`config.mk`:
```
export PLATFORM = sky130hd
export DESIGN_NAME = fpu_op_sequencer
export DESIGN_NICKNAME = d
export VERILOG_FILES = /design/src/rtl/fpu_op_sequencer.sv
export SDC_FILE = /design/constraint.sdc
export NUM_CORES = 1
export LEC_CHECK = 0
export ABC_AREA = 0
export CORE_ASPECT_RATIO = 2
export CORE_UTILIZATION = 35
export DETAILED_ROUTE_END_ITERATION = 7
export MAX_ROUTING_LAYER = met4
export PLACE_DENSITY = 0.55
export SKIP_LAST_GASP = 1
export SLEW_MARGIN = 5
export SYNTH_ARGS = -nofsm -noshare
export SYNTH_HDL_FRONTEND = slang
export SYNTH_SLANG_ARGS = --single-unit
```
`constraint.sdc`:
```
create_clock -name clk -period 3.1 [get_ports clk]
set_clock_uncertainty 0.15 [all_clocks]
set_input_delay 0.31 -clock clk [delete_from_list [all_inputs] [get_ports clk]]
set_output_delay 0.31 -clock clk [all_outputs]
set_load 0.01 [all_outputs]
```
`src/rtl/fpu_op_sequencer.sv`:
```
// fpu_op_sequencer
//   Issue stage in front of a combinational FPU adder/subtractor
//   (FPU_Arithmatic). Requests (A, B, op) from a valid/ready producer are
//   buffered in a DEPTH-entry FIFO. The FIFO head drives the FPU directly, and
//   the FPU result and flags are captured in an output register that a
//   valid/ready consumer drains in request order. The FIFO and the output
//   register together hold DEPTH+1 requests, and back-to-back throughput is
//   one result per clock.
//
// Optional feature macro: STICKY_FLAGS_EN
//   When defined, sticky overflow/underflow bits are added. Each bit sets when
//   a result carrying that flag is consumed. Both bits clear on reset, on
//   flush or on clr_sticky, and clr_sticky overrides a set on the same edge.
//
// Ports
//   clk, rst_n              clock (rising edge); synchronous active-low reset
//   flush                   synchronous clear of the FIFO and output register
//   in_valid/in_ready       request handshake; in_a, in_b, in_op (0 add, 1 sub)
//   fpu_a/fpu_b/fpu_op      FIFO head to the FPU (all zero when the FIFO is empty)
//   fpu_result/_overflow/_underflow   combinational FPU outputs
//   out_valid/out_ready     result handshake; out_result, out_overflow, out_underflow
//   clr_sticky, sticky_ovf, sticky_unf   only when STICKY_FLAGS_EN is defined
module fpu_op_sequencer #(
  parameter int DEPTH = 4,
  parameter int W     = 32
) (
  input  logic         clk,
  input  logic         rst_n,
  input  logic         flush,
`ifdef STICKY_FLAGS_EN
  input  logic         clr_sticky,
  output logic         sticky_ovf,
  output logic         sticky_unf,
`endif
  input  logic         in_valid,
  output logic         in_ready,
  input  logic [W-1:0] in_a,
  input  logic [W-1:0] in_b,
  input  logic         in_op,
  output logic [W-1:0] fpu_a,
  output logic [W-1:0] fpu_b,
  output logic         fpu_op,
  input  logic [W-1:0] fpu_result,
  input  logic         fpu_overflow,
  input  logic         fpu_underflow,
  output logic         out_valid,
  input  logic         out_ready,
  output logic [W-1:0] out_result,
  output logic         out_overflow,
  output logic         out_underflow
);

  localparam int            AW       = $clog2(DEPTH);
  localparam logic [AW:0]   FULL_CNT = DEPTH[AW:0];

  typedef struct packed {
    logic         op;
    logic [W-1:0] b;
    logic [W-1:0] a;
  } req_t;

  typedef enum logic {S_EMPTY, S_FULL} state_e;

  req_t          mem_q [DEPTH];
  logic [AW-1:0] wr_ptr_q, rd_ptr_q;
  logic [AW:0]   count_q, count_d;
  state_e        state_q, state_d;
  logic [W-1:0]  res_q;
  logic          ovf_q, unf_q;

  logic          fifo_empty;
  logic          push, load;
  req_t          head;

  assign fifo_empty = (count_q == '0);
  // Depends only on the FIFO count, so there is no combinational path from out_ready.
  assign in_ready   = (count_q != FULL_CNT);
  // A request arriving with flush is discarded.
  assign push       = in_valid & in_ready & ~flush;
  assign head       = mem_q[rd_ptr_q];

  assign fpu_a  = fifo_empty ? '0   : head.a;
  assign fpu_b  = fifo_empty ? '0   : head.b;
  assign fpu_op = fifo_empty ? 1'b0 : head.op;

  // Output register FSM. A load captures the FPU result and pops the head at the same edge.
  always_comb begin
    state_d = state_q;
    load    = 1'b0;
    case (state_q)
      S_EMPTY: begin
        if (!fifo_empty) begin
          state_d = S_FULL;
          load    = 1'b1;
        end
      end
      S_FULL: begin
        if (out_ready) begin
          if (!fifo_empty) load    = 1'b1;
          else             state_d = S_EMPTY;
        end
      end
      default: state_d = S_EMPTY;
    endcase
  end

  always_comb begin
    count_d = count_q;
    case ({push, load})
      2'b10:   count_d = count_q + 1'b1;
      2'b01:   count_d = count_q - 1'b1;
      default: count_d = count_q;
    endcase
  end

  // Request storage carries data only; occupancy is tracked by the pointers and count.
  always_ff @(posedge clk) begin
    if (push) mem_q[wr_ptr_q] <= '{op: in_op, b: in_b, a: in_a};
  end

  always_ff @(posedge clk) begin
    if (!rst_n || flush) begin
      count_q  <= '0;
      wr_ptr_q <= '0;
      rd_ptr_q <= '0;
      state_q  <= S_EMPTY;
      res_q    <= '0;
      ovf_q    <= 1'b0;
      unf_q    <= 1'b0;
    end else begin
      count_q <= count_d;
      state_q <= state_d;
      if (push) wr_ptr_q <= wr_ptr_q + 1'b1;
      if (load) begin
        rd_ptr_q <= rd_ptr_q + 1'b1;
        res_q    <= fpu_result;
        ovf_q    <= fpu_overflow;
        unf_q    <= fpu_underflow;
      end
    end
  end

  assign out_valid     = (state_q == S_FULL);
  assign out_result    = res_q;
  assign out_overflow  = ovf_q;
  assign out_underflow = unf_q;

`ifdef STICKY_FLAGS_EN
  logic sticky_ovf_q, sticky_unf_q;

  always_ff @(posedge clk) begin
    if (!rst_n || flush || clr_sticky) begin
      sticky_ovf_q <= 1'b0;
      sticky_unf_q <= 1'b0;
    end else if (out_valid && out_ready) begin
      sticky_ovf_q <= sticky_ovf_q | ovf_q;
      sticky_unf_q <= sticky_unf_q | unf_q;
    end
  end

  assign sticky_ovf = sticky_ovf_q;
  assign sticky_unf = sticky_unf_q;
`endif

endmodule
```
==> flow_summary.yaml, run 1 <==
status:
  status: "completed"
min_path:
  hold_start: "fpu_result[30]"
  hold-path-endpoint: "out_result[30]$_SDFFE_PP0P_"
  hp-class: "in2reg"
  hold_depth: 3
clock_network:
  cts_buffer_depth: 3
  h-tree-depth: 1
  cts_setup_buffers: 0
  ctsHoldBuffers: 0
  postCtsResizedCells: 0
  numCtsBuffers: 28
  clock_sinks: 304
  clkLatencyLatePin_ps: 550
  cts_root_buf: "clkbuf_16"
  cts_tree: "yes"
  clkSlewWorstSetupHoldPaths_ps: 70
final_layout:
  fillerInstances: 2813
  drive_gt1_share_pct: 15.99
  regArea_sq_um: 8696
  multi_input_area_sq_um: 2714
  fin_nets: 947
  area_growth_pct: 31.16
grt:
  grt_max_degree: 71
  grt_pass1_vias: 6735
  grt_first_pass_wirelength_microns: 39160
  track_usage_pct: 16.08
  antenna_found_initial: 1
  overflow: 0
yosys:
  yosysWarningCount: 0
  yosysTopAreaCell: "edfxtp_1"
  yosysTopAreaCellShare_pct: 67.11
  syn-cell-area_sq_um: 11630
  synth_common_cells: "260 x edfxtp_1, 65 x and2_1, 65 x mux4_2"
  synth_nets: 738
  ys_ff_latch: 304
  ys_seq_area_share_pct: 74.68
  syn_avg_cell_area_sq_um: 18.52
  synth_async_sr_flop_share_pct: 0
  synth_area_leaders: "edfxtp_1 67%, mux4_2 13%, dfxtp_1 7.6%"
  synth-edff-count: 260
  synth_cell_types: 29
  synthCells: 628
  yosysMostFrequentCell: "edfxtp_1"
  synth-main-ff-cell: "edfxtp_1"
detailed_routing:
  vias: 6338
  final_antenna_net_count: 0
  drt_iter0_markers: 271
  drt-vias-per-instance: 4.913
  wl_microns: 26220
  avgRoutedWirePerCell_microns: 20.32
  drcViolationCount: 0
  dr.pass1.iters: 4
setup_path:
  worstPathCellList: "buf_12, mux4_2, and2_1, clkdlybuf4s50_1"
  worst_r2r_path_depth: 9
  cp.arrival_ps: 2490
  timing.rr.start: "count_q[2]$_SDFFE_PP0P_"
  cp.required_ps: 2640
  cp_max_fo: 38
  start_kind: "flip-flop"
  worst-setup-path-type: "reg2out"
  crit_family: "buffers and inverters"
  max_stage_delay_ps: 610
  r2r-end: "count_q[2]$_SDFFE_PP0P_"
  cp_slowest_cell: "mux4_2"
  reg2reg_slack_ps: 500
  endpoint_kind: "output pin"
  critPathBufInv: 2
die:
  num_rows: 94
  die_area_sq_um: 34020
  die_h_microns: 259.8
  initial_core_util_pct: 35.45
  ios: 205
  die_x_microns: 130.9
  design.core.area_sq_um: 32810
sta:
  fmax_ghz: 0.3392
  period_share_pct: 95.09
  worst_slew_margin_rel_pct: 52.23
  rsz0062_at_grt: "no"
  hold_viol: 0
  setup_viol: 0
  fin_hold_ws_ps: 171.2
  slew_viol_final: 0
  layout_setup_ws_ps: 152.3
  tightest_slew_ps: 716.5
  finalCriticalPeriod_ps: 2948
  tns_ps: 0
flow_run:
  maxCapViolations: 0
power:
  finalPower_w: 0.008910
  power_leakage_nw: 4.749
  pwr-share-comb_pct: 8.5
  swShare_pct: 20.92
  seq_power_share_pct: 50.8
  ir_worst_vdd_mv: 0.5814
  p_clk_share_pct: 40.7
  p_int_w: 0.007046
  switchingPower_w: 0.001864
  p_per_area_nw_per_um2: 583.9
placement:
  dp_hpwl_microns: 16230
  gp_congestion: 0.6893
  pre_cts_slack_ps: 533.9
  io_buffers: 204
cell type report:
class / instances / share of cell area [%]
antenna: 1 / 0.01640
clock buffer: 33 / 4.854
clock inverter: 17 / 1.468
inverter: 7 / 0.1722
multi-input combinational: 274 / 17.79
sequential: 304 / 56.99
tap: 432 / 3.542
timing repair buffer: 222 / 15.17
how the worst max path moves through the flow:
stage                       startpoint  cells after the start                 endpoint  slack, ps
2_1_floorplan  count_q[0]$_SDFFE_PP0P_                      3    mem_q[0][0]$_DFFE_PP_        250
3_3_place_gp   count_q[2]$_SDFFE_PP0P_                      9  count_q[2]$_SDFFE_PP0P_        550
3_5_place_dp   count_q[2]$_SDFFE_PP0P_                      9  count_q[2]$_SDFFE_PP0P_        530
4_1_cts                      flip-flop                      4                fpu_b[24]         70
5_1_grt                      flip-flop                      4                 fpu_a[1]         30
6_report                     flip-flop                      4                fpu_b[24]        150
state kept, by name, summed over array words and instances (netlist names), named ones only:
signal / count
out_overflow: 1
rd_ptr_q: 2
out_valid: 1
count_q: 3
mem_q: 260
out_result: 32
wr_ptr_q: 2
out_underflow: 1
through the flow:
stage	instances	util (%)	instance area, sq um
2_1_floorplan	628	-	11630
3_3_place_gp	1239	43.55	14290
3_5_place_dp	1239	43.55	14290
4_1_cts	1289	46.49	15260
5_1_grt	1290	46.50	15260
6_report	1290	46.50	15260
tightest hold or removal path: cells and delay by family:
family                 cells  cell delay [ps]
AOI/OAI and AO/OA          1               50
buffers and inverters      1              400
and+or+nand+nor            1               60
logic make-up after synthesis:
logic type	after synthesis	synth area share, %
xor gates and xnor gates	2	0.1506
muxes	65	12.58
DFF	304	74.68
buffers and inverters	50	2.226
adders and majority gates	6	0.7098
AOI/OAI and AO/OA	79	3.485
and+or+nand+nor	122	6.163
power by group through the flow:
stage | Combinational (W) | Clock, W | Sequential (W)
3_5_place_dp | 0.000775 | 0 | 0.00462
4_1_cts | 0.000779 | 0.00373 | 0.00453
3_3_place_gp | 0.000774 | 0 | 0.00462
5_1_grt | 0.000821 | 0.00387 | 0.00453
6_report | 0.000759 | 0.00362 | 0.00453
2_1_floorplan | 0.000342 | 0 | 0.00462
placed cells by master, fill, tap and decap left out, drive strengths merged, types with 2 or more instances in the layout:
master,n
nor2b,3
mux4,65
nand3,35
clkinvlp,4
xor2,2
ha,5
nand4,2
dfxtp,44
or3,2
and2,66
a21oi,40
inv,9
nand2b,2
and3,4
clkinv,6
o31ai,2
nor2,4
edfxtp,260
o21ai,37
buf,18
clkdlybuf4s50,204
clkbuf,33
bufinv,5
layer usage:
metal | global-route usage (%) | share of wire, % | wire, microns | vias to the layer above
li1 | - | - | - | 2877
met1 | 16.51 | 36 | 9541 | 3265
met2 | 30.36 | 56 | 14740 | 167
met3 | 2.921 | 5.6 | 1456 | 29
met4 | 4.470 | 1.8 | 480 | 0
met5 | - | 0 | 0 | -
No activity file was read; power rests on OpenSTA's default activity.
==> inputs of run 2 (changes only) <==
--- a/config.mk
+++ b/config.mk
@@ -7,10 +7,10 @@
 export LEC_CHECK = 0
 export ABC_AREA = 0
 export CORE_ASPECT_RATIO = 2
-export CORE_UTILIZATION = 35
+export CORE_UTILIZATION = 53
 export DETAILED_ROUTE_END_ITERATION = 7
 export MAX_ROUTING_LAYER = met4
-export PLACE_DENSITY = 0.55
+export PLACE_DENSITY = 0.78
 export SKIP_LAST_GASP = 1
 export SLEW_MARGIN = 5
 export SYNTH_ARGS = -nofsm -noshare
==> constraint.sdc (replaced) <==
create_clock -name clk -period 3 [get_ports clk]
set_clock_uncertainty 0.15 [all_clocks]
set_input_delay 0.3 -clock clk [delete_from_list [all_inputs] [get_ports clk]]
set_output_delay 0.3 -clock clk [all_outputs]
set_load 0.01 [all_outputs]
==> flow_summary.yaml, run 2 (synthesis results as in run 1) <==
grt:
  track_usage_pct: 22.78
  grt_max_degree: 66
  grt_pass1_vias: 6888
  overflow: 0
  antenna_found_initial: 3
  grt_first_pass_wirelength_microns: 37570
detailed_routing:
  dr.pass1.iters: 5
  vias: 6433
  drt-vias-per-instance: 5.703
  avgRoutedWirePerCell_microns: 21.72
  wl_microns: 24510
  final_antenna_net_count: 0
  drcViolationCount: 0
  drt_iter0_markers: 483
power:
  ir_worst_vdd_mv: 0.5610
  finalPower_w: 0.008457
  power_leakage_nw: 4.651
  p_per_area_nw_per_um2: 570.5
min_path:
  hold_start: "fpu_underflow"
  hp-class: "in2reg"
final_layout:
  regMostFlops: "mem_q"
  layout_common_cells: "260 x edfxtp_1, 204 x clkdlybuf4s50_1, 65 x mux4_2, 65 x and2_1, 42 x dfxtp_1"
  area_growth_pct: 27.43
  mostFrequentLayoutCell: "edfxtp_1"
  fin_nets: 946
  largest_register_ff_count: 260
  drive_gt1_share_pct: 15.38
  fillerInstances: 1433
clock_network:
  h-tree-depth: 1
  cts_tree: "yes"
  numCtsBuffers: 24
  cts_root_buf: "clkbuf_16"
  clock_sinks: 304
  clkSlewWorstSetupHoldPaths_ps: 70
  cts_buffer_depth: 3
  clkLatencyLatePin_ps: 510
die:
  die_h_microns: 211.5
  ios: 205
  initial_core_util_pct: 54.13
  die_x_microns: 106.8
  num_rows: 76
  design.core.area_sq_um: 21490
  die_area_sq_um: 22580
setup_path:
  cp.required_ps: 2550
  worst-setup-path-type: "reg2out"
  cp.arrival_ps: 2430
  endpoint_kind: "output pin"
  cp_max_fo: 24
  timing.rr.start: "count_q[2]$_SDFFE_PP0P_"
  start_kind: "flip-flop"
placement:
  dp_hpwl_microns: 15840
  io_buffers: 204
  gp_congestion: 0.7939
status:
  status: "completed"
sta:
  hold_viol: 0
  rsz0062_at_grt: "no"
  setup_viol: 0
  fmax_ghz: 0.3467
  slew_viol_final: 0
  tns_ps: 0
  finalCriticalPeriod_ps: 2884
  worst_slew_margin_rel_pct: 50.53
  period_share_pct: 96.13
  tightest_slew_ps: 742.1
flow_run:
  maxCapViolations: 0
run 2: where the power goes:
group          internal, W  switching [W]
Clock              0.00161        0.00138
Sequential         0.00466      0.0000259
Combinational     0.000427       0.000361
Total              0.00669        0.00177
run 2: final cells by class:
class	instances	area [sq um]	share of cell area, %
multi-input combinational	274	2710	18.28
inverter	7	26.28	0.1772
tap	273	341.6	2.304
sequential	304	8696	58.66
timing repair buffer	225	2303	15.54
clock inverter	14	102.6	0.6921
clock buffer	28	636.9	4.296
antenna	3	7.507	0.05064
run 2: worst paths after layout:
check / slack, ps / cells past startpoint / to
setup / recovery: 120 / 4 / fpu_b[9]
hold / removal: 200 / 3 / out_underflow$_SDFFE_PP0P_
setup reg to reg: 370 / 9 / count_q[2]$_SDFFE_PP0P_
hold reg to reg: 330 / 2 / out_result[15]$_SDFFE_PP0P_
run 2: layer usage:
metal	global-route usage (%)	up-vias	routed length (microns)
met1	24.93	3273	8740
met2	41.54	239	13730
met5	-	-	0
li1	-	2880	-
met4	7.558	0	641
met3	3.756	41	1391
run 2: repair_timing:
| action | in CTS | in global routing |
|---|---|---|
| hold buffers | 0 | 0 |
| pin swaps | 0 | 0 |
| setup endpoints to repair | 17 | 6 |
| setup buffers | 2 | 0 |
| resized for setup | 0 | 1 |
run 2: metrics by stage:
step / util (%) / cell area [sq um] / setup slack [ps] / cells / hold WS [ps]
after floorplan: - / 11630 / 151.5 / 628 / 248.9
after global placement: 65.42 / 14060 / 496.1 / 1081 / 303.2
after CTS: 68.93 / 14810 / 63.99 / 1125 / 182.1
after detailed placement: 65.42 / 14060 / 430.3 / 1081 / 319.4
after global routing: 68.98 / 14820 / 16.73 / 1128 / 193.2
final: 68.98 / 14820 / 116.0 / 1128 / 204.9
run 2: worst max-delay path, stage by stage, from the launching register on:
cell             delay (ps)
dfxtp_4                 590
buf_4                   320
mux4_2                  330
and2_1                  180
clkdlybuf4s50_1         480
==> inputs of run 3 (changes only) <==
--- a/config.mk
+++ b/config.mk
@@ -5,12 +5,13 @@
 export SDC_FILE = /design/constraint.sdc
 export NUM_CORES = 1
 export LEC_CHECK = 0
-export ABC_AREA = 0
 export CORE_ASPECT_RATIO = 2
-export CORE_UTILIZATION = 53
+export CORE_MARGIN = 2
+export CORE_UTILIZATION = 54
+export CTS_BUF_LIST = sky130_fd_sc_hd__clkbuf_2
 export DETAILED_ROUTE_END_ITERATION = 7
 export MAX_ROUTING_LAYER = met4
-export PLACE_DENSITY = 0.78
+export PLACE_DENSITY = 0.79
 export SKIP_LAST_GASP = 1
 export SLEW_MARGIN = 5
 export SYNTH_ARGS = -nofsm -noshare
==> flow_summary.yaml, run 3 (synthesis results as in run 1) <==
status:
  status: "complete, but fails checks"
  violations: "negative setup slack"
sta:
  hold_viol: 0
  worst_slew_margin_rel_pct: 69.76
  layout_setup_ws_ps: -80.66
  tightest_slew_ps: 453.5
  rsz0062_at_grt: "yes"
  finalCriticalPeriod_ps: 3081
  tns_ps: -2090
  setup_viol: 49
  period_share_pct: 102.7
  slew_viol_final: 0
  fmax_ghz: 0.3246
clock_network:
  numCtsBuffers: 66
  clkLatencyLatePin_ps: 760
  clkSlewWorstSetupHoldPaths_ps: 100
  clock_sinks: 304
  cts_tree: "yes"
  cts_buffer_depth: 3
  h-tree-depth: 3
  cts_root_buf: "clkbuf_2"
grt:
  grt_max_degree: 60
  grt_pass1_vias: 7738
  track_usage_pct: 24.45
  overflow: 0
  grt_first_pass_wirelength_microns: 40690
  antenna_found_initial: 1
final_layout:
  mostFrequentLayoutCell: "edfxtp_1"
  fin_nets: 1087
  regArea_sq_um: 8696
  regMostFlops: "mem_q"
  multi_input_area_sq_um: 2714
  fillerInstances: 1292
  drive_gt1_share_pct: 20.10
  area_growth_pct: 35.43
  layout_common_cells: "260 x edfxtp_1, 188 x clkdlybuf4s50_1, 98 x clkbuf_2, 93 x dlygate4sd3_1"
  stdcell_count: 1294
  finish.utilization_pct: 73.97
  largest_register_ff_count: 260
setup_path:
  cp_max_fo: 17
  cp.required_ps: 2550
  start_kind: "flip-flop"
  endpoint_kind: "output pin"
  cp.arrival_ps: 2630
  worst-setup-path-type: "reg2out"
  timing.rr.start: "count_q[2]$_SDFFE_PP0P_"
detailed_routing:
  dr.pass1.iters: 5
  wl_microns: 26710
  avgRoutedWirePerCell_microns: 20.64
  final_antenna_net_count: 0
  drt_iter0_markers: 496
  vias: 7184
  drt-vias-per-instance: 5.552
  drcViolationCount: 0
min_path:
  hp-class: "in2reg"
  hold_start: "in_a[16]"
die:
  die_area_sq_um: 22800
  ios: 205
  num_rows: 76
  initial_core_util_pct: 54.62
  die_x_microns: 107.8
  die_h_microns: 211.6
  design.core.area_sq_um: 21300
placement:
  gp_congestion: 0.7376
  dp_hpwl_microns: 14240
  io_buffers: 204
  dp.cells: 1082
  pre_cts_slack_ps: 443.3
power:
  ir_worst_vdd_mv: 0.4500
  p_per_area_nw_per_um2: 508.3
  power_leakage_nw: 5.373
  finalPower_w: 0.008008
flow_run:
  maxCapViolations: 0
==> run 3: cell types whose count changed in the layout (fill, tap and decap cells not counted), sizes merged, moves of 4 or more <==
cell	before	now
clkdlybuf4s50	204	188
dlymetal6s2s	0	7
clkbuf	28	98
clkinvlp	4	0
dlygate4sd2	0	9
buf	21	25
dlygate4sd3	0	93
==> run 3: what timing repair did <==
item,CTS,global route
endpoints found under the setup margin,65,56
cloned,2,0
hold buffers,93,0
endpoints found under the hold margin,260,0
setup buffers,4,1
resized for setup,18,8
==> run 3: critical path, cell delays in order (launching register included) <==
cell	delay (ps)
dfxtp_4	370
buf_12	130
buf_12	180
mux4_2	500
and2_1	200
clkdlybuf4s50_1	490
==> run 3: layer usage <==
metal | track usage, % | vias to the layer above | part of all wire [%]
met1 | 29.13 | 3584 | 37
met2 | 40.71 | 332 | 53
met3 | 4.957 | 62 | 6.8
li1 | - | 3206 | -
met4 | 9.947 | 0 | 2.9
met5 | - | - | 0
==> run 3: stage by stage <==
| step | cell area, sq um | hold WS (ps) |
|---|---|---|
| 2_1_floorplan | 11630 | 248.9 |
| 3_3_place_gp | 14090 | 308.2 |
| 3_5_place_dp | 14090 | 315.8 |
| 4_1_cts | 15720 | 1.449 |
| 5_1_grt | 15760 | 29.51 |
| 6_report | 15760 | 88.05 |
==> run 3: cell type report <==
class,instances,area share (%)
tap,273,2.168
antenna,1,0.01588
inverter,7,0.1668
timing repair buffer,324,21.63
clock buffer,98,3.113
clock inverter,13,0.4844
multi-input combinational,274,17.23
sequential,304,55.19
==> run 3: final timing paths <==
check | end | slack (ps) | depth (start not counted)
max reg2reg | count_q[2]$_SDFFE_PP0P_ | 340 | 9
min | mem_q[0][16]$_DFFE_PP_ | 90 | 1
max | fpu_b[5] | -80 | 5
min reg2reg | out_result[6]$_SDFFE_PP0P_ | 330 | 2
==> run 3: where the power goes <==
group / internal, W / switching [W]
Clock: 0.000945 / 0.00146
Sequential: 0.00465 / 0.0000246
Combinational: 0.000527 / 0.000400
Total: 0.00613 / 0.00188
